--- config.mk ---
export PLATFORM = sky130hd
export DESIGN_NAME = exec_result_stage
export DESIGN_NICKNAME = d
export VERILOG_FILES = /design/src/rtl/exec_result_stage_pkg.sv /design/src/rtl/exec_result_stage_udiv_iter.sv /design/src/rtl/exec_result_stage.sv
export SDC_FILE = /design/constraint.sdc
export NUM_CORES = 1
export LEC_CHECK = 0
export ABC_AREA = 1
export ABC_CLOCK_PERIOD_IN_PS = 8000
export BUFFER_PORTS_ARGS = -buffer_cell sky130_fd_sc_hd__buf_2
export CORE_AREA = 2 2 197 199
export CTS_BUF_LIST = sky130_fd_sc_hd__clkbuf_2
export CTS_CLUSTER_DIAMETER = 80
export DETAILED_ROUTE_END_ITERATION = 6
export DIE_AREA = 0 0 199 201
export PLACE_DENSITY = 0.62
export SETUP_SLACK_MARGIN = 0.4
export SLEW_MARGIN = 20
export SYNTH_ARGS = -nofsm -noshare
export SYNTH_HDL_FRONTEND = slang
export SYNTH_SLANG_ARGS = --single-unit
--- constraint.sdc ---
create_clock -name clk -period 8 [get_ports clk]
set_input_delay 1.6 -clock clk [delete_from_list [all_inputs] [get_ports clk]]
set_output_delay 1.6 -clock clk [all_outputs]
set_load 0.01 [all_outputs]
--- src/rtl/exec_result_stage_pkg.sv ---
// Shared CPU definitions: ALU opcode encodings, result-stage FSM states and
// helpers for classifying divide opcodes and taking operand magnitudes.
package exec_result_stage_pkg;

   localparam int XLEN = 32;

   localparam logic [3:0] OP_OR   = 4'b0000;
   localparam logic [3:0] OP_AND  = 4'b0001;
   localparam logic [3:0] OP_XOR  = 4'b0010;
   localparam logic [3:0] OP_ADD  = 4'b0011;
   localparam logic [3:0] OP_SUB  = 4'b0100;
   localparam logic [3:0] OP_SLL  = 4'b0101;
   localparam logic [3:0] OP_SRL  = 4'b0110;
   localparam logic [3:0] OP_SRA  = 4'b0111;
   localparam logic [3:0] OP_NOTA = 4'b1000;
   localparam logic [3:0] OP_DIVS = 4'b1001;
   localparam logic [3:0] OP_DIVU = 4'b1010;
   localparam logic [3:0] OP_MODS = 4'b1011;
   localparam logic [3:0] OP_MODU = 4'b1100;

   typedef enum logic {
      ST_IDLE = 1'b0,
      ST_DIV  = 1'b1
   } state_e;

   // Captured at accept so the final sign fix-up needs no operand history.
   typedef struct packed {
      logic want_rem;
      logic neg_q;
      logic neg_r;
   } div_ctl_t;

   function automatic logic is_div_op(input logic [3:0] op);
      return op inside {OP_DIVS, OP_DIVU, OP_MODS, OP_MODU};
   endfunction

   function automatic logic [XLEN-1:0] mag(input logic [XLEN-1:0] v, input logic sgn);
      return (sgn && v[XLEN-1]) ? (~v + 1'b1) : v;
   endfunction

endpackage

--- src/rtl/exec_result_stage_udiv_iter.sv ---
// Unsigned restoring divider, one quotient bit per step; quotient/remainder
// show the post-step values so the caller can register them on the final step.
module udiv_iter
   import exec_result_stage_pkg::*;
#(
   parameter int DIV_ITER = 32
) (
   input  logic            clk,
   input  logic            reset_n,
   input  logic            start,
   input  logic            step,
   input  logic [XLEN-1:0] dividend,
   input  logic [XLEN-1:0] divisor,
   output logic [XLEN-1:0] quotient,
   output logic [XLEN-1:0] remainder,
   output logic            done
);

   localparam int CW = (DIV_ITER > 1) ? $clog2(DIV_ITER) : 1;

   logic [XLEN-1:0] quo_q, quo_d;
   logic [XLEN-1:0] rem_q, rem_d;
   logic [XLEN-1:0] dvs_q, dvs_d;
   logic [CW-1:0]   cnt_q, cnt_d;

   logic [XLEN:0]   shifted;
   logic [XLEN:0]   trial;
   logic            fits;
   logic [XLEN-1:0] quo_step;
   logic [XLEN-1:0] rem_step;

   always_comb begin
      shifted  = {rem_q, quo_q[XLEN-1]};
      trial    = shifted - {1'b0, dvs_q};
      fits     = !trial[XLEN];
      quo_step = {quo_q[XLEN-2:0], fits};
      // Partial remainder stays below the divisor, so the top bit is always clear.
      rem_step = fits ? trial[XLEN-1:0] : shifted[XLEN-1:0];

      quotient  = quo_step;
      remainder = rem_step;
      done      = (cnt_q == CW'(DIV_ITER - 1));

      quo_d = quo_q;
      rem_d = rem_q;
      dvs_d = dvs_q;
      cnt_d = cnt_q;
      if (start) begin
         quo_d = dividend;
         rem_d = '0;
         dvs_d = divisor;
         cnt_d = '0;
      end else if (step) begin
         quo_d = quo_step;
         rem_d = rem_step;
         cnt_d = cnt_q + CW'(1);
      end
   end

   always_ff @(posedge clk or negedge reset_n) begin
      if (!reset_n) begin
         quo_q <= '0;
         rem_q <= '0;
         dvs_q <= '0;
         cnt_q <= '0;
      end else begin
         quo_q <= quo_d;
         rem_q <= rem_d;
         dvs_q <= dvs_d;
         cnt_q <= cnt_d;
      end
   end

endmodule

--- src/rtl/exec_result_stage.sv ---
// EX result register: simple ops in 1 cycle, divides via iterative divider in
// DIV_ITER+1 cycles; stall_in holds everything, flush kills EX and aborts a divide.
module exec_result_stage
   import exec_result_stage_pkg::*;
#(
   parameter int DIV_ITER = 32
) (
   input  logic            clk,
   input  logic            reset_n,
   input  logic            valid_in,
   input  logic [XLEN-1:0] a,
   input  logic [XLEN-1:0] b,
   input  logic [3:0]      opcode,
   input  logic            skip,
   input  logic [XLEN-1:0] alu_y,
   input  logic            alu_bga,
   input  logic            alu_bea,
   input  logic            stall_in,
   input  logic            flush,
   output logic            busy,
   output logic            valid_out,
   output logic [XLEN-1:0] result,
   output logic            bga_q,
   output logic            bea_q
);

   state_e          state_q, state_d;
   div_ctl_t        ctl_q, ctl_d;
   logic            pend_bga_q, pend_bga_d;
   logic            pend_bea_q, pend_bea_d;
   logic            valid_out_q, valid_out_d;
   logic [XLEN-1:0] result_q, result_d;
   logic            bga_d, bea_d;

   logic            is_div, div_signed, want_rem, b_zero;
   logic            accept, div_step, div_done;
   logic [XLEN-1:0] dividend_mag, divisor_mag;
   logic [XLEN-1:0] div_quo, div_rem, quo_fix, rem_fix, div_res;

   always_comb begin
      is_div       = !skip && is_div_op(opcode);
      div_signed   = (opcode == OP_DIVS) || (opcode == OP_MODS);
      want_rem     = (opcode == OP_MODS) || (opcode == OP_MODU);
      b_zero       = (b == '0);
      accept       = (state_q == ST_IDLE) && valid_in && is_div && !b_zero && !flush && !stall_in;
      div_step     = (state_q == ST_DIV) && !stall_in && !flush;
      dividend_mag = mag(a, div_signed);
      divisor_mag  = mag(b, div_signed);
   end

   udiv_iter #(
      .DIV_ITER (DIV_ITER)
   ) u_div (
      .clk       (clk),
      .reset_n   (reset_n),
      .start     (accept),
      .step      (div_step),
      .dividend  (dividend_mag),
      .divisor   (divisor_mag),
      .quotient  (div_quo),
      .remainder (div_rem),
      .done      (div_done)
   );

   // Quotient sign follows the operand-sign xor, remainder follows the dividend.
   always_comb begin
      quo_fix = ctl_q.neg_q ? (~div_quo + 1'b1) : div_quo;
      rem_fix = ctl_q.neg_r ? (~div_rem + 1'b1) : div_rem;
      div_res = ctl_q.want_rem ? rem_fix : quo_fix;
   end

   always_comb begin
      if (!reset_n || flush) begin
         busy = 1'b0;
      end else if (stall_in) begin
         busy = 1'b1;
      end else if (state_q == ST_DIV) begin
         busy = !div_done;
      end else begin
         busy = valid_in && is_div && !b_zero;
      end
   end

   always_comb begin
      state_d     = state_q;
      ctl_d       = ctl_q;
      pend_bga_d  = pend_bga_q;
      pend_bea_d  = pend_bea_q;
      valid_out_d = valid_out_q;
      result_d    = result_q;
      bga_d       = bga_q;
      bea_d       = bea_q;

      if (flush) begin
         valid_out_d = 1'b0;
         state_d     = ST_IDLE;
      end else if (!stall_in) begin
         valid_out_d = 1'b0;
         if (state_q == ST_IDLE) begin
            if (accept) begin
               state_d        = ST_DIV;
               ctl_d.want_rem = want_rem;
               ctl_d.neg_q    = div_signed && (a[XLEN-1] ^ b[XLEN-1]);
               ctl_d.neg_r    = div_signed && a[XLEN-1];
               pend_bga_d     = alu_bga;
               pend_bea_d     = alu_bea;
            end else if (valid_in) begin
               valid_out_d = 1'b1;
               bga_d       = alu_bga;
               bea_d       = alu_bea;
               // Divide by zero resolves here: quotient all-ones, remainder = a.
               if (is_div) begin
                  result_d = want_rem ? a : '1;
               end else begin
                  result_d = alu_y;
               end
            end
         end else if (div_done) begin
            state_d     = ST_IDLE;
            valid_out_d = 1'b1;
            result_d    = div_res;
            bga_d       = pend_bga_q;
            bea_d       = pend_bea_q;
         end
      end
   end

   always_ff @(posedge clk or negedge reset_n) begin
      if (!reset_n) begin
         state_q     <= ST_IDLE;
         ctl_q       <= '0;
         pend_bga_q  <= 1'b0;
         pend_bea_q  <= 1'b0;
         valid_out_q <= 1'b0;
         result_q    <= '0;
         bga_q       <= 1'b0;
         bea_q       <= 1'b0;
      end else begin
         state_q     <= state_d;
         ctl_q       <= ctl_d;
         pend_bga_q  <= pend_bga_d;
         pend_bea_q  <= pend_bea_d;
         valid_out_q <= valid_out_d;
         result_q    <= result_d;
         bga_q       <= bga_d;
         bea_q       <= bea_d;
      end
   end

   assign valid_out = valid_out_q;
   assign result    = result_q;

endmodule

Yosys cells after proc, flatten, opt, wreduce, memory -nomap -nowiden
Cells that the tools add are included.
{"block": "word_totals", "regBits": 142, "inputBits": 108, "out_inout_bits": 36, "elab_cells": 105}
{"block": "op_classes", "add_sub_neg": 6, "eq_ne": 8, "mux": 40, "n_bitwise": 8, "reduce_logical": 29}
{"operator": "2-to-1 mux 32 bit", "count": 16}
{"operator": "adder 32 x 1 -> 32 bit (second input constant)", "count": 4}
{"operator": "inverter 32 bit", "count": 4}
{"operator": "subtractor 33 x 32 -> 33 bit", "count": 1}
{"operator": "zero test 32 bit", "count": 1}
{"operator": "2-to-1 mux 1 bit", "count": 22}
{"operator": "equality test 4 bit (second input constant)", "count": 4}
{"operator": "logical AND 1 bit", "count": 13}
{"operator": "2-to-1 mux 5 bit", "count": 2}
{"operator": "zero test 1 bit", "count": 7}
{"operator": "adder 5 x 1 -> 5 bit (second input constant)", "count": 1}
{"operator": "equality test 5 bit (second input constant)", "count": 1}
{"operator": "AND reduction 5 bit", "count": 1}
{"operator": "!= test 2 x 1 -> 1 bit (second input constant)", "count": 2}
{"operator": "AND reduction 4 bit", "count": 1}
{"operator": "nonzero test 2 bit", "count": 2}
{"operator": "nonzero test 4 bit", "count": 1}
{"operator": "logical OR 1 bit", "count": 3}
{"operator": "inverter 1 bit", "count": 3}
{"operator": "!= test 2 bit (second input constant)", "count": 1}
{"operator": "XOR 1 bit", "count": 1}

Depth between registers and ports, before layout
Gate-level depths: netlist of run 1.
{"block": "logic_depth", "word_depth": 11, "mapped_depth": 32, "mapped_depth_nobuf": 30}

Modules after synthesis
Synthesis of run 1 repeated with hierarchy kept, for this count alone.
{"block": "hier_totals", "cells_unflattened": 2348, "area_unflattened_um2": 13992.2}
{"module": "udiv_iter", "n_inst": 1, "cells_per_inst": 1162, "area_per_inst_um2": 7563.5, "seq_area_each_um2": 2527.4}
{"module": "exec_result_stage", "n_inst": 1, "cells_per_inst": 1186, "area_per_inst_um2": 6428.7, "seq_area_each_um2": 1026.0}

Worst setup path after synthesis of run 1
Ideal clock, no wire load.
{"block": "synth_timing", "kind": "input-to-output", "startpoint": "input b[0]", "endpoint": "output busy", "t_arrival_ns": 2.816, "t_required_ns": 6.400, "path_slack_ns": 3.584, "path_stages": 10, "path_buffers": 0, "cell_sequence": "inv_1 > ha_1 > nor3b_1 > nand2_1 > nor3_1 > inv_1 > nor4_1 > nand4_1 > nand2_1 > a31oi_1"}
{"block": "synth_via", "elab_chain_cells": 6}
{"item": "start: declaration", "line": "exec_result_stage.sv:12", "rtl": "input logic [XLEN-1:0] b,"}
{"item": "zero test 32 bit", "line": "exec_result_stage.sv:44", "rtl": "b_zero = (b == '0);"}
{"item": "zero test 1 bit", "line": "exec_result_stage.sv:80", "rtl": "busy = valid_in && is_div && !b_zero;"}
{"item": "logical AND 1 bit", "line": "exec_result_stage.sv:80"}
{"item": "2-to-1 mux 1 bit", "line": "exec_result_stage.sv:77", "rtl": "end else if (state_q == ST_DIV) begin"}
{"item": "2-to-1 mux 1 bit", "line": "exec_result_stage.sv:75", "rtl": "end else if (stall_in) begin"}
{"item": "2-to-1 mux 1 bit", "line": "exec_result_stage.sv:73", "rtl": "if (!reset_n || flush) begin"}
{"item": "end: declaration", "line": "exec_result_stage.sv:20", "rtl": "output logic busy,"}
No other way between the ends.

Final worst setup path of run 1
{"block": "layout_timing", "startpoint": "input opcode[3]", "endpoint": "output busy"}
{"block": "layout_via", "elab_chain_cells": 8, "elab_cells_between_ends": 11, "classes_between": "eq/ne (4); mux (3); reduce/logical (4)"}
{"item": "start: declaration", "line": "exec_result_stage.sv:13", "rtl": "input logic [3:0] opcode,"}
{"item": "equality test 4 bit", "line": "exec_result_stage_pkg.sv:34", "rtl": "return op inside {OP_DIVS, OP_DIVU, OP_MODS, OP_MODU};"}
{"item": "nonzero test 4 bit (*)", "line": "exec_result_stage_pkg.sv:34"}
{"item": "logical AND 1 bit (*)", "line": "exec_result_stage.sv:41", "rtl": "is_div = !skip && is_div_op(opcode);"}
{"item": "logical AND 1 bit (*) (2 in series)", "line": "exec_result_stage.sv:80"}
{"item": "2-to-1 mux 1 bit (*)", "line": "exec_result_stage.sv:77"}
{"item": "2-to-1 mux 1 bit (*)", "line": "exec_result_stage.sv:75"}
{"item": "2-to-1 mux 1 bit (*)", "line": "exec_result_stage.sv:73"}
Mark *: on every way between the ends. The rest lies on a longest branch, timed or not.

==> impl_metrics.py, run 1 <==
metrics = {
    "timing": {
        "post-route-min-period_ns": 5.81,
        "totalNegativeSetupSlack_ns": 0,
        "fmax_mhz": 172,
        "timing.final.hold_violations": 0,
        "timing.final.ws_setup_ns": 2.19,
        "timing.slew.headroom_pct": 26.0,
        "layout_worst_path_cycle_share_pct": 72.7,
        "setup-violations-final": 0,
        "rsz0062_at_grt": "false",
        "final-max-slew-violation-count": 0,
        "skew_ns": 0.0382,
        "tightestPinTransition_ns": 1.11,
    },
    "yosys": {
        "ys_dominant_reg_cell": "dfrtp_1",
        "ys_seq_elements": 142,
        "yosys_warn_count": 0,
        "synth.avg_cell_area_um2": 6.26,
        "post-synth-top-area-cell": "dfrtp_1",
        "mappedNetlistArea_um2": 13100,
        "yosysSeqAreaShare_pct": 27.2,
        "yosysTopAreaCellShare_pct": 27.2,
        "synth.net_count": 2234,
        "synthesis.instances": 2087,
        "netlist-cell-type-count": 52,
        "async_flop_share_pct": 100,
        "post_synth_main_area_contributors": "dfrtp_1, nand2_1, inv_1, nand3_1, o21ai_0",
        "synth-edff-count": 0,
    },
    "job": {
        "cap_violations": 0,
    },
    "grt": {
        "grt_antenna_before_repair": 3,
        "grt_start_max_net_pins": 85,
        "grt_first_pass_wirelength_mm": 72.3,
        "overall_track_demand_over_capacity_in_global_routing_pct": 23.1,
        "globalRouteOverflowTotal": 0,
        "grt_pass1_vias": 13274,
    },
    "placed_design": {
        "pre_cts_ws_ns": 1.53,
        "io_buffer_count": 143,
        "dp_hpwl_mm": 35.6,
        "post_dp_cell_area_um2": 14200,
        "gpl.final_weighted_congestion": 0.930,
    },
    "clock_tree": {
        "ctsResizeCount": 0,
        "tritoncts": "done",
        "cts_max_path_buffers": 2,
        "postCtsHoldBufs": 0,
        "master_cell_of_the_clock_root_buffer": "clkbuf_2",
        "worstSkewPairLatency_ns": 0.84,
        "cts_post_setup_buffers_inserted": 0,
        "tritoncts_num_sinks": 142,
        "htree_levels": 4,
        "worst_setup_hold_path_clk_slew_ns": 0.22,
        "tritoncts.num_buffers": 17,
    },
    "worst_setup_path": {
        "data_required_critical_path_ns": 6.40,
        "cp_data_arrival_time_ns": 4.21,
        "crit_chain": "buf_2, inv_1, nor2_1, inv_2, nor3_1, nor2_1, inv_1, o31ai_2, nor2_1, nand2_1, a31oi_1, buf_2",
        "critical-path-slowest-cell": "nor2_1",
        "path_common_cell": "nor2_1",
        "startpoint_type": "primary input",
        "worst-path-max-fanout": 21,
        "timing.setup.critical_path_class": "in -> out",
        "timing.critical_path.to_type": "primary output",
        "crit_path_max_incr_delay_ns": 0.82,
    },
    "finish": {
        "layout_commonest_cell": "nand2_1",
        "fin_nets": 2332,
        "drive_above_1_share_pct": 13.0,
        "area_growth_syn_to_layout_pct": 10.5,
        "layout_common_cells": "nand2_1, inv_1, nor2_1",
        "fin_util_pct": 37.9,
        "finish.instance_area_um2": 14400,
    },
    "power_and_ir_drop": {
        "relative_contribution_of_sequential_cells_to_total_power_pct": 24.7,
        "power_leakage_uw": 0.00729,
        "p_clk_share_pct": 11.2,
        "fin_total_pwr_uw": 4330,
        "pwr_density_cell_nw_per_um2": 300,
        "vdd_drop_max_uv": 153,
        "sw_frac_of_total_pct": 55.2,
        "cellInternalPower_uw": 1940,
        "switching_power_uw": 2390,
        "p_comb_share_pct": 64.1,
    },
    "drt": {
        "detail_route.first_pass.iterations": 6,
        "vias": 14120,
        "via_per_instance_ratio": 5.19,
        "drt_wl_total_mm": 45.7,
        "drc": 0,
        "post_drt_wl_per_cell_um": 16.8,
        "antenna_violating_nets_left": 0,
        "drtIter0Drc": 1249,
    },
    "floorplanning": {
        "die_x_um": 199,
        "chipHeight_um": 201,
        "effective_utilization_at_floorplan_pct": 34.3,
        "die_area_um2": 40000,
        "core_region_area_um2": 38100,
        "io_pins": 144,
        "rows": 72,
    },
    "worst_hold_path": {
        "worstHoldPathType": "reg -> reg",
    },
    "status": {
        "run_status": "finished, final reports clean",
    },
}
area by class of cell:
type,instances,area [µm²]
antenna,2,5.00
clock buffer,19,95.1
clock inverter,13,168
fill,4227,23700
inverter,287,1080
multi-input combinational,1580,8060
sequential,142,3550
tap,518,648
timing repair buffer,157,827
sequential cells by signal (all words and copies together), names as in the netlist:
register,cells
state_q,1
u_div.rem_q,32
bea_q,1
result,32
valid_out,1
pend_bga_q,1
u_div.quo_q,32
pend_bea_q,1
bga_q,1
ctl_q,3
u_div.cnt_q,5
u_div.dvs_q,32
cell usage after synthesis (13+ instances only):
cell	instances
nor2_1	182
a31oi_1	15
inv_1	277
o21ai_1	20
ha_1	38
xnor2_1	19
nand2_1	617
o21ai_0	148
o221ai_1	27
nand3b_1	13
dfrtp_1	142
nor3_1	35
xor2_1	56
nand3_1	155
nand4_1	24
nand2_2	35
clkbuf_1	58
o22ai_1	27
a21oi_1	79
routing by layer:
metal / vias to the layer above / track usage (%) / wire length [µm]
met4: 0 / 8.98 / 1540
met3: 83 / 2.89 / 3030
met1: 6569 / 31.7 / 20100
met2: 524 / 36.9 / 21000
li1: 6944 / - / -
met5: - / 0 / 0
power by group through the flow:
| stage | Sequential (µW) | Combinational, µW | Clock, µW |
|---|---|---|---|
| finish | 1070 | 2780 | 485 |
| global route | 1090 | 3120 | 522 |
| CTS | 1070 | 2760 | 498 |
| detailed placement | 1080 | 2750 | 0 |
| global placement | 1080 | 2720 | 0 |
| floorplan | 1020 | 2120 | 0 |
path summary, 6_finish.rpt:
kind                                               end                         from  slack (ns)  cells past startpoint
max in group asynchronous  u_div.dvs_q[24]$_DFFE_PN0P_                      reset_n        5.50                      3
max reg2reg                     result[26]$_DFFE_PN0P_  u_div.quo_q[31]$_DFFE_PN0P_        3.14                     30
min in group asynchronous  u_div.quo_q[23]$_DFFE_PN0P_                      reset_n        0.64                      1
min reg2reg                     result[22]$_DFFE_PN0P_       result[22]$_DFFE_PN0P_        0.51                      2
min                             result[22]$_DFFE_PN0P_       result[22]$_DFFE_PN0P_        0.51                      2
max                                               busy                    opcode[3]        2.19                     12
stage by stage:
stage	hold WS [ns]	std cells
floorplan	0.448	2087
global placement	0.461	2684
detailed placement	0.462	2684
CTS	0.511	2716
global route	0.541	2717
finish	0.505	2718
worst max-delay path: cells and delay by family:
kind,cells,cell delay (ns)
AND/OR/NAND/NOR,5,1.10
AO/OA/AOI/OAI,2,0.48
buffers and inverters,5,1.02
cells by family after synthesis:
group	Yosys count	synth area share, %
adders and majority gates	39	3.79
AOI/OAI and AO/OA	358	16.0
and+or+nand+nor	1108	36.8
buffers and inverters	365	11.2
DFF	142	27.2
xor gates and xnor gates	75	5.03
Note: power is estimated with default switching activity, not from simulation.
==> inputs of run 2 (changes only) <==
Settings changed: ABC_CLOCK_PERIOD_IN_PS 8000 to 5200, PLACE_DENSITY 0.62 to 0.64.
Clock period 8 ns to 5.2 ns, I/O delays scaled along.
==> run 2 against run 1 <==
Against the previous run: combinational power up 56%; sequential cell count unchanged; sequential power up 51%; clock-buffer cell count down 1; die area unchanged; setup slack worse by 1.5 ns; largest cell class unchanged.
==> impl_metrics.py, run 2 (synthesis gave the netlist of run 1 again) <==
metrics = {
    "status": {
        "run_status": "finished, final reports clean",
    },
    "clock_tree": {
        "master_cell_of_the_clock_root_buffer": "clkbuf_2",
        "worstSkewPairLatency_ns": 0.88,
        "tritoncts": "done",
        "worst_setup_hold_path_clk_slew_ns": 0.27,
        "cts_max_path_buffers": 2,
        "htree_levels": 4,
        "tritoncts_num_sinks": 142,
        "tritoncts.num_buffers": 17,
        "postCtsHoldBufs": 0,
    },
    "worst_setup_path": {
        "path_common_cell": "nand2_1",
        "data_required_critical_path_ns": 6.02,
        "timing.critical_path.to_type": "register",
        "timing.setup.critical_path_class": "reg -> reg",
        "crit_path_max_incr_delay_ns": 0.42,
        "critical-path-slowest-cell": "fa_1",
        "worst-path-max-fanout": 34,
        "cp_data_arrival_time_ns": 5.34,
        "startpoint_type": "register",
    },
    "power_and_ir_drop": {
        "p_clk_share_pct": 11.6,
        "relative_contribution_of_sequential_cells_to_total_power_pct": 24.1,
        "fin_total_pwr_uw": 6730,
        "cellInternalPower_uw": 3010,
        "pwr_density_cell_nw_per_um2": 464,
        "switching_power_uw": 3720,
        "power_leakage_uw": 0.00731,
        "vdd_drop_max_uv": 213,
        "sw_frac_of_total_pct": 55.3,
        "p_comb_share_pct": 64.4,
    },
    "drt": {
        "drtIter0Drc": 1395,
        "drc": 0,
        "detail_route.first_pass.iterations": 6,
        "via_per_instance_ratio": 5.18,
        "vias": 14089,
        "post_drt_wl_per_cell_um": 17.1,
        "antenna_violating_nets_left": 0,
        "drt_wl_total_mm": 46.4,
    },
    "finish": {
        "area_growth_syn_to_layout_pct": 10.9,
        "final.fill_count": 4174,
        "sequential_cell_area_um2": 3550,
        "fin_nets": 2336,
        "drive_above_1_share_pct": 13.2,
        "layout_commonest_cell": "nand2_1",
        "multi_input_gate_area_in_the_final_layout_um2": 8080,
        "layout_common_cells": "nand2_1, inv_1, nor2_1",
    },
    "floorplanning": {
        "core_region_area_um2": 38100,
        "die_x_um": 199,
        "effective_utilization_at_floorplan_pct": 34.3,
        "die_area_um2": 40000,
        "rows": 72,
        "io_pins": 144,
        "chipHeight_um": 201,
    },
    "placed_design": {
        "pre_cts_ws_ns": 0.345,
        "io_buffer_count": 143,
        "dp_hpwl_mm": 35.9,
        "gpl.final_weighted_congestion": 0.931,
    },
    "timing": {
        "setup-violations-final": 0,
        "fmax_mhz": 222,
        "timing.final.hold_violations": 0,
        "post-route-min-period_ns": 4.51,
        "timing.final.ws_setup_ns": 0.687,
        "totalNegativeSetupSlack_ns": 0,
        "tightestPinTransition_ns": 1.03,
        "layout_worst_path_cycle_share_pct": 86.8,
        "final-max-slew-violation-count": 0,
        "rsz0062_at_grt": "false",
        "timing.slew.headroom_pct": 30.8,
        "skew_ns": 0.0510,
    },
    "grt": {
        "grt_pass1_vias": 13355,
        "globalRouteOverflowTotal": 0,
        "grt_first_pass_wirelength_mm": 72.7,
        "overall_track_demand_over_capacity_in_global_routing_pct": 23.3,
        "grt_start_max_net_pins": 59,
        "grt_antenna_before_repair": 1,
    },
    "worst_hold_path": {
        "worstHoldPathType": "in -> async",
    },
    "job": {
        "cap_violations": 0,
    },
}
==> run 2: cell count changes in the layout (fill, tap and decap cells not counted), sizes merged <==
| cell | before | now |
|---|---|---|
| buf | 157 | 161 |
| inv | 285 | 288 |
| clkinv | 10 | 8 |
| clkbuf | 19 | 18 |
| diode | 2 | 1 |
==> run 2: critical path: cells and delay by family (launching register included) <==
| family | cells | cell delay, ns |
|---|---|---|
| fa+ha+maj | 3 | 0.90 |
| compound gates | 1 | 0.22 |
| simple gates | 20 | 2.21 |
| flops | 1 | 0.39 |
| buf+inv | 4 | 0.71 |
==> run 2: stage by stage <==
stage               util (%)  instance area (µm²)  hold WS [ns]  instances
global route            38.0                14500        0.0408       2721
floorplan                  -                13100         0.448       2087
global placement        37.3                14200         0.458       2688
finish                  38.0                14500        0.0585       2721
CTS                     38.0                14500        0.0266       2720
detailed placement      37.3                14200         0.460       2688
==> run 2: path summary, 6_finish.rpt <==
kind                                              from                     endpoint  slack, ns  cells after the start
setup / recovery           u_div.quo_q[31]$_DFFE_PN0P_       result[20]$_DFFE_PN0P_       0.69                     28
hold / removal                                 reset_n   u_div.quo_q[8]$_DFFE_PN0P_       0.06                      1
setup reg to reg           u_div.quo_q[31]$_DFFE_PN0P_       result[20]$_DFFE_PN0P_       0.69                     28
hold reg to reg                 result[28]$_DFFE_PN0P_       result[28]$_DFFE_PN0P_       0.51                      2
max in group asynchronous                      reset_n  u_div.dvs_q[21]$_DFFE_PN0P_       4.01                      2
min in group clk                              stall_in        valid_out$_DFFE_PN0P_       0.40                      3
==> run 2: power by group through the flow <==
stage | logic [µW] | registers [µW] | clock network [µW]
after detailed placement | 4270 | 1640 | 0
after CTS | 4290 | 1620 | 784
after floorplan | 3260 | 1570 | 0
after global routing | 4890 | 1650 | 828
after global placement | 4220 | 1630 | 0
final | 4330 | 1620 | 777
==> run 2: area by class of cell <==
cell class / count / area share (%)
clock inverters: 14 / 1.29
well taps: 518 / 4.47
multi-input cells: 1580 / 55.7
inverters: 287 / 7.43
repair buffers: 161 / 5.91
diodes: 1 / 0.0173
clock buffers: 18 / 0.622
flip-flops and latches: 142 / 24.5
==> run 2: layer usage <==
| layer | global-route usage (%) | routed length [µm] | vias to the layer above |
|---|---|---|---|
| met5 | 0 | 0 | - |
| li1 | - | - | 6957 |
| met1 | 31.8 | 20900 | 6550 |
| met3 | 3.13 | 2850 | 93 |
| met2 | 37.4 | 21200 | 489 |
| met4 | 8.85 | 1520 | 0 |
==> run 2: what timing repair did <==
action / in CTS / in global routing
gates resized for setup: 0 / 3
hold endpoints to repair: 0 / 0
endpoints found under the setup margin: 0 / 3
buffers inserted: 0 / 0
==> inputs of run 3 (changes only) <==
Settings changed: CELL_PAD_IN_SITES_DETAIL_PLACEMENT set to 1, CELL_PAD_IN_SITES_GLOBAL_PLACEMENT set to 1, PLACE_DENSITY 0.64 to 0.82.
==> run 3 against run 2 <==
Against the previous run: via count increased by 3.2%; sequential share of layout area increased by 0.087 points; die area unchanged; sequential power about the same; clock power decreased by 20%; critical path depth increased by 2; setup slack improved by 0.20 ns; non-clock buffer count increased by 4; first-iteration DRC count decreased by 23%; largest cell class unchanged; largest power group unchanged; highest routed layer is now met5.
==> impl_metrics.py, run 3 (synthesis gave the netlist of run 1 again) <==
metrics = {
    "timing": {
        "final-max-slew-violation-count": 0,
        "tightestPinTransition_ns": 0.944,
        "timing.slew.headroom_pct": 36.8,
        "skew_ns": 0.0467,
        "post-route-min-period_ns": 4.31,
        "fmax_mhz": 232,
        "setup-violations-final": 0,
        "timing.final.ws_setup_ns": 0.889,
        "totalNegativeSetupSlack_ns": 0,
        "hold_ws_ns": 0.419,
        "rsz0062_at_grt": "false",
        "timing.final.hold_violations": 0,
        "layout_worst_path_cycle_share_pct": 82.9,
    },
    "floorplanning": {
        "chipHeight_um": 201,
        "effective_utilization_at_floorplan_pct": 34.3,
        "die_x_um": 199,
        "rows": 72,
        "io_pins": 144,
        "core_region_area_um2": 38100,
        "die_area_um2": 40000,
    },
    "grt": {
        "grt_antenna_before_repair": 2,
        "overall_track_demand_over_capacity_in_global_routing_pct": 27.1,
        "globalRouteOverflowTotal": 0,
        "grt_start_max_net_pins": 67,
        "grt_pass1_vias": 14707,
        "grt_first_pass_wirelength_mm": 83.0,
    },
    "drt": {
        "detail_route.first_pass.iterations": 5,
        "antenna_violating_nets_left": 0,
        "vias": 14546,
        "drtIter0Drc": 1076,
        "drc": 0,
        "post_drt_wl_per_cell_um": 19.5,
        "drt_wl_total_mm": 53.0,
        "via_per_instance_ratio": 5.34,
    },
    "worst_setup_path": {
        "crit_path_max_incr_delay_ns": 0.42,
        "timing.critical_path.to_type": "register",
        "worst-path-max-fanout": 23,
        "timing.reg2reg.worst_path_depth": 30,
        "timing.setup.critical_path_class": "reg -> reg",
        "critical-path-slowest-cell": "fa_1",
        "path_common_cell": "nand2_1",
        "data_required_critical_path_ns": 5.98,
        "startpoint_type": "register",
        "cp_data_arrival_time_ns": 5.09,
    },
    "clock_tree": {
        "worst_setup_hold_path_clk_slew_ns": 0.26,
        "tritoncts.num_buffers": 17,
        "tritoncts_num_sinks": 142,
        "htree_levels": 4,
        "tritoncts": "done",
        "cts_post_setup_buffers_inserted": 0,
        "master_cell_of_the_clock_root_buffer": "clkbuf_2",
        "worstSkewPairLatency_ns": 0.88,
        "cts_max_path_buffers": 2,
    },
    "finish": {
        "final.fill_count": 5153,
        "fin_nets": 2340,
        "area_growth_syn_to_layout_pct": 10.5,
        "drive_above_1_share_pct": 13.2,
        "fin_util_pct": 37.9,
        "layout_common_cells": "nand2_1, inv_1, nor2_1",
        "layout_commonest_cell": "nand2_1",
    },
    "status": {
        "run_status": "finished, final reports clean",
    },
    "placed_design": {
        "gpl.final_weighted_congestion": 0.993,
        "pre_cts_ws_ns": 0.699,
        "dp_hpwl_mm": 43.3,
        "io_buffer_count": 143,
    },
    "worst_hold_path": {
        "hold_path_depth": 3,
        "worstHoldPathType": "in -> reg",
    },
    "power_and_ir_drop": {
        "vdd_drop_max_uv": 180,
        "pwr_density_cell_nw_per_um2": 476,
        "fin_total_pwr_uw": 6880,
        "power_leakage_uw": 0.00729,
    },
    "job": {
        "cap_violations": 0,
    },
}
run 3: metal layers:
metal	wire length [µm]	track usage, %
met1	24200	37.8
met4	1580	9.57
met3	3190	3.83
met2	24000	42.5
met5	13	0
run 3: timing repair:
item                                    CTS  global route
endpoints found under the setup margin    0             3
hold endpoints to repair                 18             0
resized for setup                         0             1
hold buffers                              1             0
run 3: layout make-up:
cell class,instances,area (µm²),area share (%)
multi-input cells,1580,8070,55.9
flip-flops and latches,142,3550,24.6
inverters,287,1080,7.46
repair buffers,165,890,6.16
well taps,518,648,4.49
clock inverters,14,113,0.780
clock buffers,17,85.1,0.589
diodes,1,2.50,0.0173
run 3: critical path: cells and delay by family, from the launching register on:
family                     cells  cell delay, ns
and+or+nand+nor               19            2.01
adders and majority gates      3            0.94
AOI/OAI and AO/OA              4            0.46
buffers and inverters          4            0.41
DFF                            1            0.39
run 3: per-stage QoR:
step	cells	instance area, µm²
after detailed placement	2691	14200
after floorplan	2087	13100
final	2724	14400
after global placement	2691	14200
after CTS	2723	14400
after global routing	2724	14400
run 3: where the power goes:
group	internal (µW)	switching [µW]	total (µW)	leakage (µW)
logic	1360	3240	4610	0.00539
clock network	132	491	623	0.000122
registers	1370	280	1650	0.00178
run 3: worst paths after layout:
kind	from	slack (ns)	end
worst max-delay path	u_div.quo_q[31]$_DFFE_PN0P_	0.89	result[26]$_DFFE_PN0P_
worst min-delay path	alu_bea	0.42	pend_bea_q$_DFFE_PN0P_
worst max register to register	u_div.quo_q[31]$_DFFE_PN0P_	0.89	result[26]$_DFFE_PN0P_
worst min register to register	result[25]$_DFFE_PN0P_	0.51	result[25]$_DFFE_PN0P_
max in group asynchronous	reset_n	3.49	u_div.quo_q[8]$_DFFE_PN0P_
min in group asynchronous	reset_n	0.58	result[1]$_DFFE_PN0P_
